===== src/rtl/alarm_pkg.sv =====
// Shared types and default constants for the alarm annunciator.
// State codes are also visible on the debug port.
package alarm_pkg;

   typedef enum logic [2:0] {
      DISARMED = 3'd0,
      ARMED    = 3'd1,
      QUALIFY  = 3'd2,
      ALARM    = 3'd3,
      SILENT   = 3'd4,
      ACKED    = 3'd5
   } alarm_state_t;

   localparam int QUAL_CYCLES_DEF  = 4;
   localparam int BLINK_HALF_DEF   = 8;
   localparam int SIREN_CYCLES_DEF = 64;

   // The lamp follows the blink phase only while an alarm is latched but not acknowledged.
   function automatic logic is_blinking(input alarm_state_t s);
      return (s == ALARM) || (s == SILENT);
   endfunction

endpackage


===== src/rtl/alarm_annunciator_blink_gen.sv =====
// Lamp blink divider: phase starts at 1 when cleared and toggles every BLINK_HALF
// enabled cycles. Clearing takes priority over counting.
module blink_gen #(
   parameter int BLINK_HALF = 8
) (
   input  logic clk,
   input  logic reset,
   input  logic en,
   input  logic clr,
   output logic phase
);

   localparam int CW = $clog2(BLINK_HALF + 1);
   localparam logic [CW-1:0] LAST = CW'(BLINK_HALF - 1);

   logic [CW-1:0] cnt;

   // Half-period counter and phase flip-flop.
   always_ff @(posedge clk) begin
      if (reset) begin
         cnt   <= '0;
         phase <= 1'b0;
      end else if (clr) begin
         cnt   <= '0;
         phase <= 1'b1;
      end else if (en) begin
         if (cnt >= LAST) begin
            cnt   <= '0;
            phase <= ~phase;
         end else begin
            cnt <= cnt + CW'(1);
         end
      end else begin
         cnt   <= cnt;
         phase <= phase;
      end
   end

endmodule


===== src/rtl/alarm_annunciator.sv =====
// Alarm annunciator: qualifies the decoder's alarm request, latches it and drives
// siren and blinking lamp until acknowledged. Outputs are decoded from registers.
module alarm_annunciator
   import alarm_pkg::*;
#(
   parameter int QUAL_CYCLES  = QUAL_CYCLES_DEF,
   parameter int BLINK_HALF   = BLINK_HALF_DEF,
   parameter int SIREN_CYCLES = SIREN_CYCLES_DEF
) (
   input  logic       clk,
   input  logic       reset,
   input  logic       arm_i,
   input  logic       alarm_i,
   input  logic       ack_i,
   output logic       siren_o,
   output logic       lamp_o,
   output logic       armed_o,
   output logic       event_o,
   output logic [2:0] state_o
);

   localparam int QW = $clog2(QUAL_CYCLES + 1);
   localparam int SW = $clog2(SIREN_CYCLES + 1);
   localparam logic [QW-1:0] QMAX = QW'(QUAL_CYCLES);
   localparam logic [SW-1:0] SMAX = SW'(SIREN_CYCLES);

   alarm_state_t  state;
   logic [QW-1:0] qual_cnt;
   logic [SW-1:0] siren_cnt;
   logic          blink_en;
   logic          phase;

   // Main state machine with its qualification and siren-duration counters.
   always_ff @(posedge clk) begin
      if (reset) begin
         state     <= DISARMED;
         qual_cnt  <= '0;
         siren_cnt <= '0;
      end else if (!arm_i) begin
         state     <= DISARMED;
         qual_cnt  <= '0;
         siren_cnt <= '0;
      end else begin
         case (state)
            DISARMED: begin
               state     <= ARMED;
               qual_cnt  <= '0;
               siren_cnt <= '0;
            end
            ARMED: begin
               if (alarm_i) begin
                  if (QMAX <= QW'(1)) begin
                     state     <= ALARM;
                     qual_cnt  <= '0;
                     siren_cnt <= '0;
                  end else begin
                     state    <= QUALIFY;
                     qual_cnt <= QW'(1);
                  end
               end else begin
                  state    <= ARMED;
                  qual_cnt <= '0;
               end
            end
            QUALIFY: begin
               if (!alarm_i) begin
                  state    <= ARMED;
                  qual_cnt <= '0;
               end else if (qual_cnt >= QMAX - QW'(1)) begin
                  // This sample completes the qualification window.
                  state     <= ALARM;
                  qual_cnt  <= '0;
                  siren_cnt <= '0;
               end else begin
                  state    <= QUALIFY;
                  qual_cnt <= qual_cnt + QW'(1);
               end
            end
            ALARM: begin
               if (ack_i) begin
                  state <= ACKED;
               end else begin
                  if (siren_cnt < SMAX) begin
                     siren_cnt <= siren_cnt + SW'(1);
                  end else begin
                     siren_cnt <= siren_cnt;
                  end
                  if (siren_cnt >= SMAX - SW'(1)) begin
                     state <= SILENT;
                  end else begin
                     state <= ALARM;
                  end
               end
            end
            SILENT: begin
               if (ack_i) begin
                  state <= ACKED;
               end else begin
                  state <= SILENT;
               end
            end
            ACKED: begin
               if (!alarm_i) begin
                  state <= ARMED;
               end else begin
                  state <= ACKED;
               end
            end
            default: begin
               state     <= DISARMED;
               qual_cnt  <= '0;
               siren_cnt <= '0;
            end
         endcase
      end
   end

   // Holding the divider cleared outside ALARM/SILENT makes every alarm start with the lamp lit.
   assign blink_en = is_blinking(state);

   blink_gen #(
      .BLINK_HALF (BLINK_HALF)
   ) u_blink (
      .clk   (clk),
      .reset (reset),
      .en    (blink_en),
      .clr   (~blink_en),
      .phase (phase)
   );

   assign siren_o = (state == ALARM);
   assign event_o = (state == ALARM) && (siren_cnt == '0);
   assign armed_o = (state != DISARMED);
   assign lamp_o  = (state == ACKED) || (blink_en && phase);
   assign state_o = state;

endmodule


===== config.mk =====
export PLATFORM = sky130hd
export DESIGN_NAME = alarm_annunciator
export DESIGN_NICKNAME = d
export VERILOG_FILES = /design/src/rtl/alarm_pkg.sv /design/src/rtl/alarm_annunciator_blink_gen.sv /design/src/rtl/alarm_annunciator.sv
export SDC_FILE = /design/constraint.sdc
export NUM_CORES = 1
export LEC_CHECK = 0
export CORE_MARGIN = 5
export CORE_UTILIZATION = 54
export DETAILED_ROUTE_END_ITERATION = 10
export DONT_BUFFER_PORTS = 1
export HOLD_SLACK_MARGIN = 0.12
export MAX_ROUTING_LAYER = met4
export PLACE_DENSITY = 0.8
export RECOVER_POWER = 100
export REMOVE_ABC_BUFFERS = 1
export SYNTH_ARGS = -nofsm -noshare
export SYNTH_HDL_FRONTEND = slang
export SYNTH_SLANG_ARGS = --single-unit

===== constraint.sdc =====
create_clock -name clk -period 6.5 [get_ports clk]
set_clock_uncertainty 0.2 [all_clocks]
set_input_delay 0.65 -clock clk [delete_from_list [all_inputs] [get_ports clk]]
set_output_delay 0.65 -clock clk [all_outputs]
set_load 0.03 [all_outputs]

==> reports/qor.txt, run 1 <==
hold_sp: reset
Core Footprint: 1745 um^2
worst ir drop on vdd: 0.1262 mV
LEAKAGE: 0.3941 nW
Die Ht: 53.16 um
CTS resizes: 0
reg2reg end: siren_cnt[4]
max cap viols: 0
worst r2r src: state_o[1]
register area share after synthesis: 35.82%
TritonCTS clock tree: built
DR DRC count: 0
die width: 53.16 um
CTS HTree Levels: 1
post-DR vias/cell: 5.967
Synth async-reset ratio: 0%
# port buffers: 0
DRT antenna net count: 0
hold buffers post-CTS: 0
share of layout cells above drive strength 1: 5.600%
grt ovf: 0
Row Count: 15
Total GRT Usage: 17.36%
FF+latch count, synth: 18
worst min path class: in -> reg
Yosys top cell area share: 35.82%
Syn Area/Cell: 7.921 um^2
CP max stage delay: 0.84 ns
final hold vios: 0
vias in the first global route: 779
setup bufs post-CTS: 0
I/O pin count: 12
worst r2r path cells: 5
routability cong.: 0.9002
Die ar.: 2826 um^2
worst setup path startpoint: state_o[1]
final layout net count: 136
outcome: finished clean
synth warn: 0
crit start category: flop
drt wl/cell: 14.04 um
Post-synth EDFFs: 0
fmax: 317.8 MHz
first-pass GRT wire length: 3463 um
most frequent cell after synthesis: dfxtp_1
DRT Wirelength: 2106 um
Setup violations, final: 0
Setup Crit Path Kind: reg -> out
setup TNS: 0 ns
clk sink count: 18
Mapped Area: 1006 um^2
Ant. Diodes: 0
slew margin rel.: 35.46%
Critical Path Sink Type: primary output
Core Util, Final: 60.07%
Clk pin slew, worst setup/hold paths: 0.10 ns
number of antenna violations at the first check in global routing: 0
post-synth cell types: 40
clock root buffer: clkbuf_4
Num CTS Buffers: 3
Post-DP HPWL: 1532 um
area grow syn2layout: 4.229%
Slowest-stage cell, CP: nor3_1
WP data arrival: 2.30 ns
Skew-Pair Late Insertion Delay: 0.29 ns
Initial Util: 57.63%
Hold EP: u_blink.phase
top cells by area, synth: dfxtp_1, ha_1, nand2_1
Final Cycle Share: 48.42%
Final Slew Violations: 0
Post-synth top cells: dfxtp_1, nand2_1, nor2_1
Reg2Reg Setup Slack: 4.08 ns
Initial DRT Pass Iterations: 4
CP Max Fanout: 14
Synth area leader: dfxtp_1
Synth Instances: 127
Most used DFF post-synth: dfxtp_1
Final min period: 3.147 ns
pwr dens: 185.0 nW/um^2
Vias: 895
largest net degree at the start of global routing: 15
critical-path cell list: nand3b_1, nor3_1
Pwr Total: 0.0001940 W
CP Data Required Time: 5.65 ns
CTS max path bufs: 2
RSZ-0062 raised after global routing: no
Hold Path Depth: 1
First DRT Iteration DRCs: 34
Worst-Margin Slew: 0.9579 ns
## power by group
part,switching [W],internal (W),total [W]
Combinational,0.00000748,0.00000391,0.0000114
Sequential,0.00000306,0.000111,0.000114
Clock,0.0000341,0.0000341,0.0000683
Total,0.0000447,0.000149,0.000194
## cells in the final DEF (no fill, tap or decap), types with 2 or more instances in the layout
cell      synthesis  final
nor2b_1           3      3
nand3_1           6      6
ha_1              5      5
a21oi_1           6      6
o21ai_0           7      7
inv_1             6      6
a31oi_1           3      3
xnor2_1           2      2
nor2_1           13     13
nand2_1          14     14
nand2b_1          3      3
nor3_1            5      5
o221a_2           2      2
nor4_1            2      2
dfxtp_1          18     18
nand4_1           4      4
clkbuf_4          0      3
## logic make-up after synthesis
family | after synthesis | synth area share [%]
adders and majority gates | 5 | 6.219
muxes | 1 | 1.119
AOI/OAI and AO/OA | 28 | 19.28
xor gates and xnor gates | 3 | 2.612
DFF | 18 | 35.82
and+or+nand+nor | 60 | 30.23
buffers and inverters | 12 | 4.726
## cell type report
cell class	count	area, um^2
fillers	154	696.9
multi-input cells	97	598.1
flip-flops and latches	18	360.3
clock buffers	4	36.28
well taps	25	31.28
inverters	6	22.52
## sequential cells by signal, summed over array words and instances (netlist names)
| signal | flops |
|---|---|
| qual_cnt | 3 |
| state_o | 3 |
| u_blink.phase | 1 |
| siren_cnt | 7 |
| u_blink.cnt | 4 |
## stage by stage
step	setup WS, ns	area (um^2)	cells	hold WS, ns
finish	3.353	1049	150	0.2145
CTS	3.329	1049	150	0.2038
floorplan	3.919	980.9	121	0.2176
global placement	3.750	1012	146	0.2320
detailed placement	3.674	1012	146	0.2399
global route	3.185	1049	150	0.1853
## worst max-delay path: cells and delay by family, from the launching register on
kind | cells | cell delay, ns
AND/OR/NAND/NOR | 2 | 1.25
flip-flops | 1 | 0.75
## metal layers
metal	vias to the layer above	track usage, %	wire length [um]
met4	0	6.383	14
met3	2	6.197	217
met1	398	21.37	917
li1	454	-	-
met5	-	-	0
met2	41	26.03	956
## how the worst max path moves through the flow
stage | depth (start not counted) | slack [ns] | end
2_1_floorplan | 2 | 3.92 | event_o
3_3_place_gp | 2 | 3.75 | event_o
3_5_place_dp | 2 | 3.67 | event_o
4_1_cts | 2 | 3.33 | event_o
5_1_grt | 2 | 3.19 | event_o
6_report | 2 | 3.35 | event_o
No activity file was read; power rests on OpenSTA's default activity.
==> inputs of run 2 (changes only) <==
--- a/config.mk
+++ b/config.mk
@@ -11,7 +11,7 @@
 export DONT_BUFFER_PORTS = 1
 export HOLD_SLACK_MARGIN = 0.12
 export MAX_ROUTING_LAYER = met4
-export PLACE_DENSITY = 0.8
+export PLACE_DENSITY = 0.83
 export RECOVER_POWER = 100
 export REMOVE_ABC_BUFFERS = 1
 export SYNTH_ARGS = -nofsm -noshare
==> constraint.sdc (replaced) <==
create_clock -name clk -period 2.7 [get_ports clk]
set_clock_uncertainty 0.2 [all_clocks]
set_input_delay 0.27 -clock clk [delete_from_list [all_inputs] [get_ports clk]]
set_output_delay 0.27 -clock clk [all_outputs]
set_load 0.03 [all_outputs]
==> run 2 against run 1 <==
Sequential cell count did not move. Sequential share of layout area fell by 1.7 points. Clock-buffer cell count did not move. Global-route usage rose by 1.7 points. Die area did not move. Via count rose by 6.8%. Sequential power rose by 140%. Core utilization rose by 3.2 points. First-iteration DRC count fell by 24%. Register-to-register slack got worse by 3.9 ns. Highest routed layer unchanged.
==> reports/qor.txt, run 2 (synthesized netlist as in run 1, its figures left out) <==
reg2reg end: state_o[1]
First DRT Iteration DRCs: 26 (-24%)
multi-input combinational cell area: 598.1 um^2 (unchanged)
first-pass GRT wire length: 3919 um (+13%)
Initial Util: 57.63% (unchanged)
Initial DRT Pass Iterations: 4 (unchanged)
CP max stage delay: 0.64 ns (-0.20 ns)
register area: 360.3 um^2 (unchanged)
worst r2r src: state_o[2]
max reg flops: 7 (unchanged)
# port buffers: 0 (unchanged)
Reg2Reg Setup Slack: 0.18 ns (-3.90 ns)
end of the critical path: state_o[1]
worst ir drop on vdd: 0.2777 mV (+120%)
setup bufs post-CTS: 0 (unchanged)
post-DR vias/cell: 6.051 (+1.4%)
Final Slew Violations: 0 (unchanged)
outcome: finished clean
hold slack: 0.1469 ns (-0.06762 ns)
CP Max Fanout: 10 (-4)
Total GRT Usage: 19.08% (+1.7 points)
slew margin rel.: 33.03% (-2.4 points)
Critical Path Sink Type: flop
pwr dens: 430.7 nW/um^2 (+130%)
die width: 53.16 um (unchanged)
grt ovf: 0 (unchanged)
CTS HTree Levels: 1 (unchanged)
Core Util, Final: 63.23% (+3.2 points)
most common cell after layout, fill and taps aside: dfxtp_1
CTS max path bufs: 2 (unchanged)
critical-path cell list: nand3b_1, or4_1, o32ai_1, dlygate4sd3_1
TritonCTS clock tree: built
Row Count: 15 (unchanged)
Slowest-stage cell, CP: or4_1
top flop regs: siren_cnt: 7 flops, u_blink.cnt: 4 flops
Final min period: 2.516 ns
clk sink count: 18 (unchanged)
vias in the first global route: 923 (+18%)
DRT antenna net count: 0 (unchanged)
Setup violations, final: 0 (unchanged)
RSZ-0062 raised after global routing: no
Post-DP HPWL: 1670 um (+9.0%)
clock root buffer: clkbuf_4
fmax: 397.4 MHz
max cap viols: 0 (unchanged)
most frequent cells in the layout: dfxtp_1, nand2_1, nor2_1
worst min path class: in -> reg
Worst-Margin Slew: 0.9940 ns (+0.03610 ns)
number of antenna violations at the first check in global routing: 0 (unchanged)
CP Data Required Time: 2.74 ns (-2.91 ns)
LEAKAGE: 0.4181 nW (+6.1%)
Vias: 956 (+6.8%)
worst r2r path cells: 4 (-1)
DRT Wirelength: 2259 um (+7.3%)
largest net degree at the start of global routing: 11 (-4)
area grow syn2layout: 9.702%
WP data arrival: 2.56 ns (+0.26 ns)
Final Cycle Share: 93.20%
final hold vios: 0 (unchanged)
I/O pin count: 12 (unchanged)
setup TNS: 0 ns (unchanged)
Die ar.: 2826 um^2 (unchanged)
Core Footprint: 1745 um^2 (unchanged)
worst setup path startpoint: state_o[2]
crit start category: flop
register name with the most flops: siren_cnt
Skew-Pair Late Insertion Delay: 0.29 ns (about the same)
final layout net count: 144 (+5.9%)
Clk pin slew, worst setup/hold paths: 0.10 ns (about the same)
fill count: 159 (+3.2%)
drt wl/cell: 14.30 um (+1.8%)
share of layout cells above drive strength 1: 5.263% (-0.34 points)
Ant. Diodes: 0 (unchanged)
Num CTS Buffers: 3 (unchanged)
Die Ht: 53.16 um (unchanged)
Setup Crit Path Kind: reg -> reg
routability cong.: 0.8971 (-0.34%)
DR DRC count: 0 (unchanged)
## run 2: worst min path at each step
stage	from	end	cells after the start
2_1_floorplan	reset	u_blink.phase	1
3_3_place_gp	reset	u_blink.phase	1
4_1_cts	arm_i	siren_cnt[2]	2
5_1_grt	arm_i	siren_cnt[2]	2
3_5_place_dp	reset	u_blink.phase	1
6_report	arm_i	siren_cnt[2]	2
## run 2: critical path, delay by kind of cell, from the launching register on
family                 cells  cell delay, ns
AOI/OAI and AO/OA          1            0.14
and+or+nand+nor            2            1.07
DFF                        1            0.48
buffers and inverters      1            0.57
## run 2: per-stage QoR
stage | cell area [um^2] | std cells | total power, W | setup slack (ns)
floorplan | 980.9 | 121 | 0.0003024 | 0.4992
global placement | 1042 | 150 | 0.0003105 | 0.5309
detailed placement | 1042 | 150 | 0.0003112 | 0.4740
CTS | 1119 | 158 | 0.0004786 | 0.1868
global route | 1104 | 158 | 0.0004936 | 0.06739
finish | 1104 | 158 | 0.0004753 | 0.1837
## run 2: cell type report
cell class | count | share of cell area, %
flip-flops and latches | 18 | 32.65
repair buffers | 8 | 4.989
clock buffers | 4 | 3.288
multi-input cells | 97 | 54.19
well taps | 25 | 2.834
inverters | 6 | 2.041
## run 2: power breakdown
group | total, W | leakage (nW) | switching (W) | internal (W)
registers | 0.000271 | 0.146 | 0.00000278 | 0.000268
clock network | 0.000166 | 0.0210 | 0.0000838 | 0.0000821
logic | 0.0000387 | 0.252 | 0.0000255 | 0.0000132
total | 0.000475 | 0.418 | 0.000112 | 0.000363
## run 2: metal layers
layer,GRT usage (%),wire [um],vias to the layer above
li1,-,-,471
met1,22.16,981,445
met2,30.37,1066,34
met3,5.634,159,6
met4,8.511,50,0
met5,-,0,-
## run 2: what timing repair did
item / in CTS / in global routing
gates resized for setup: 0 / 0
hold buffers: 4 / 0
endpoints found under the hold margin: 13 / 0
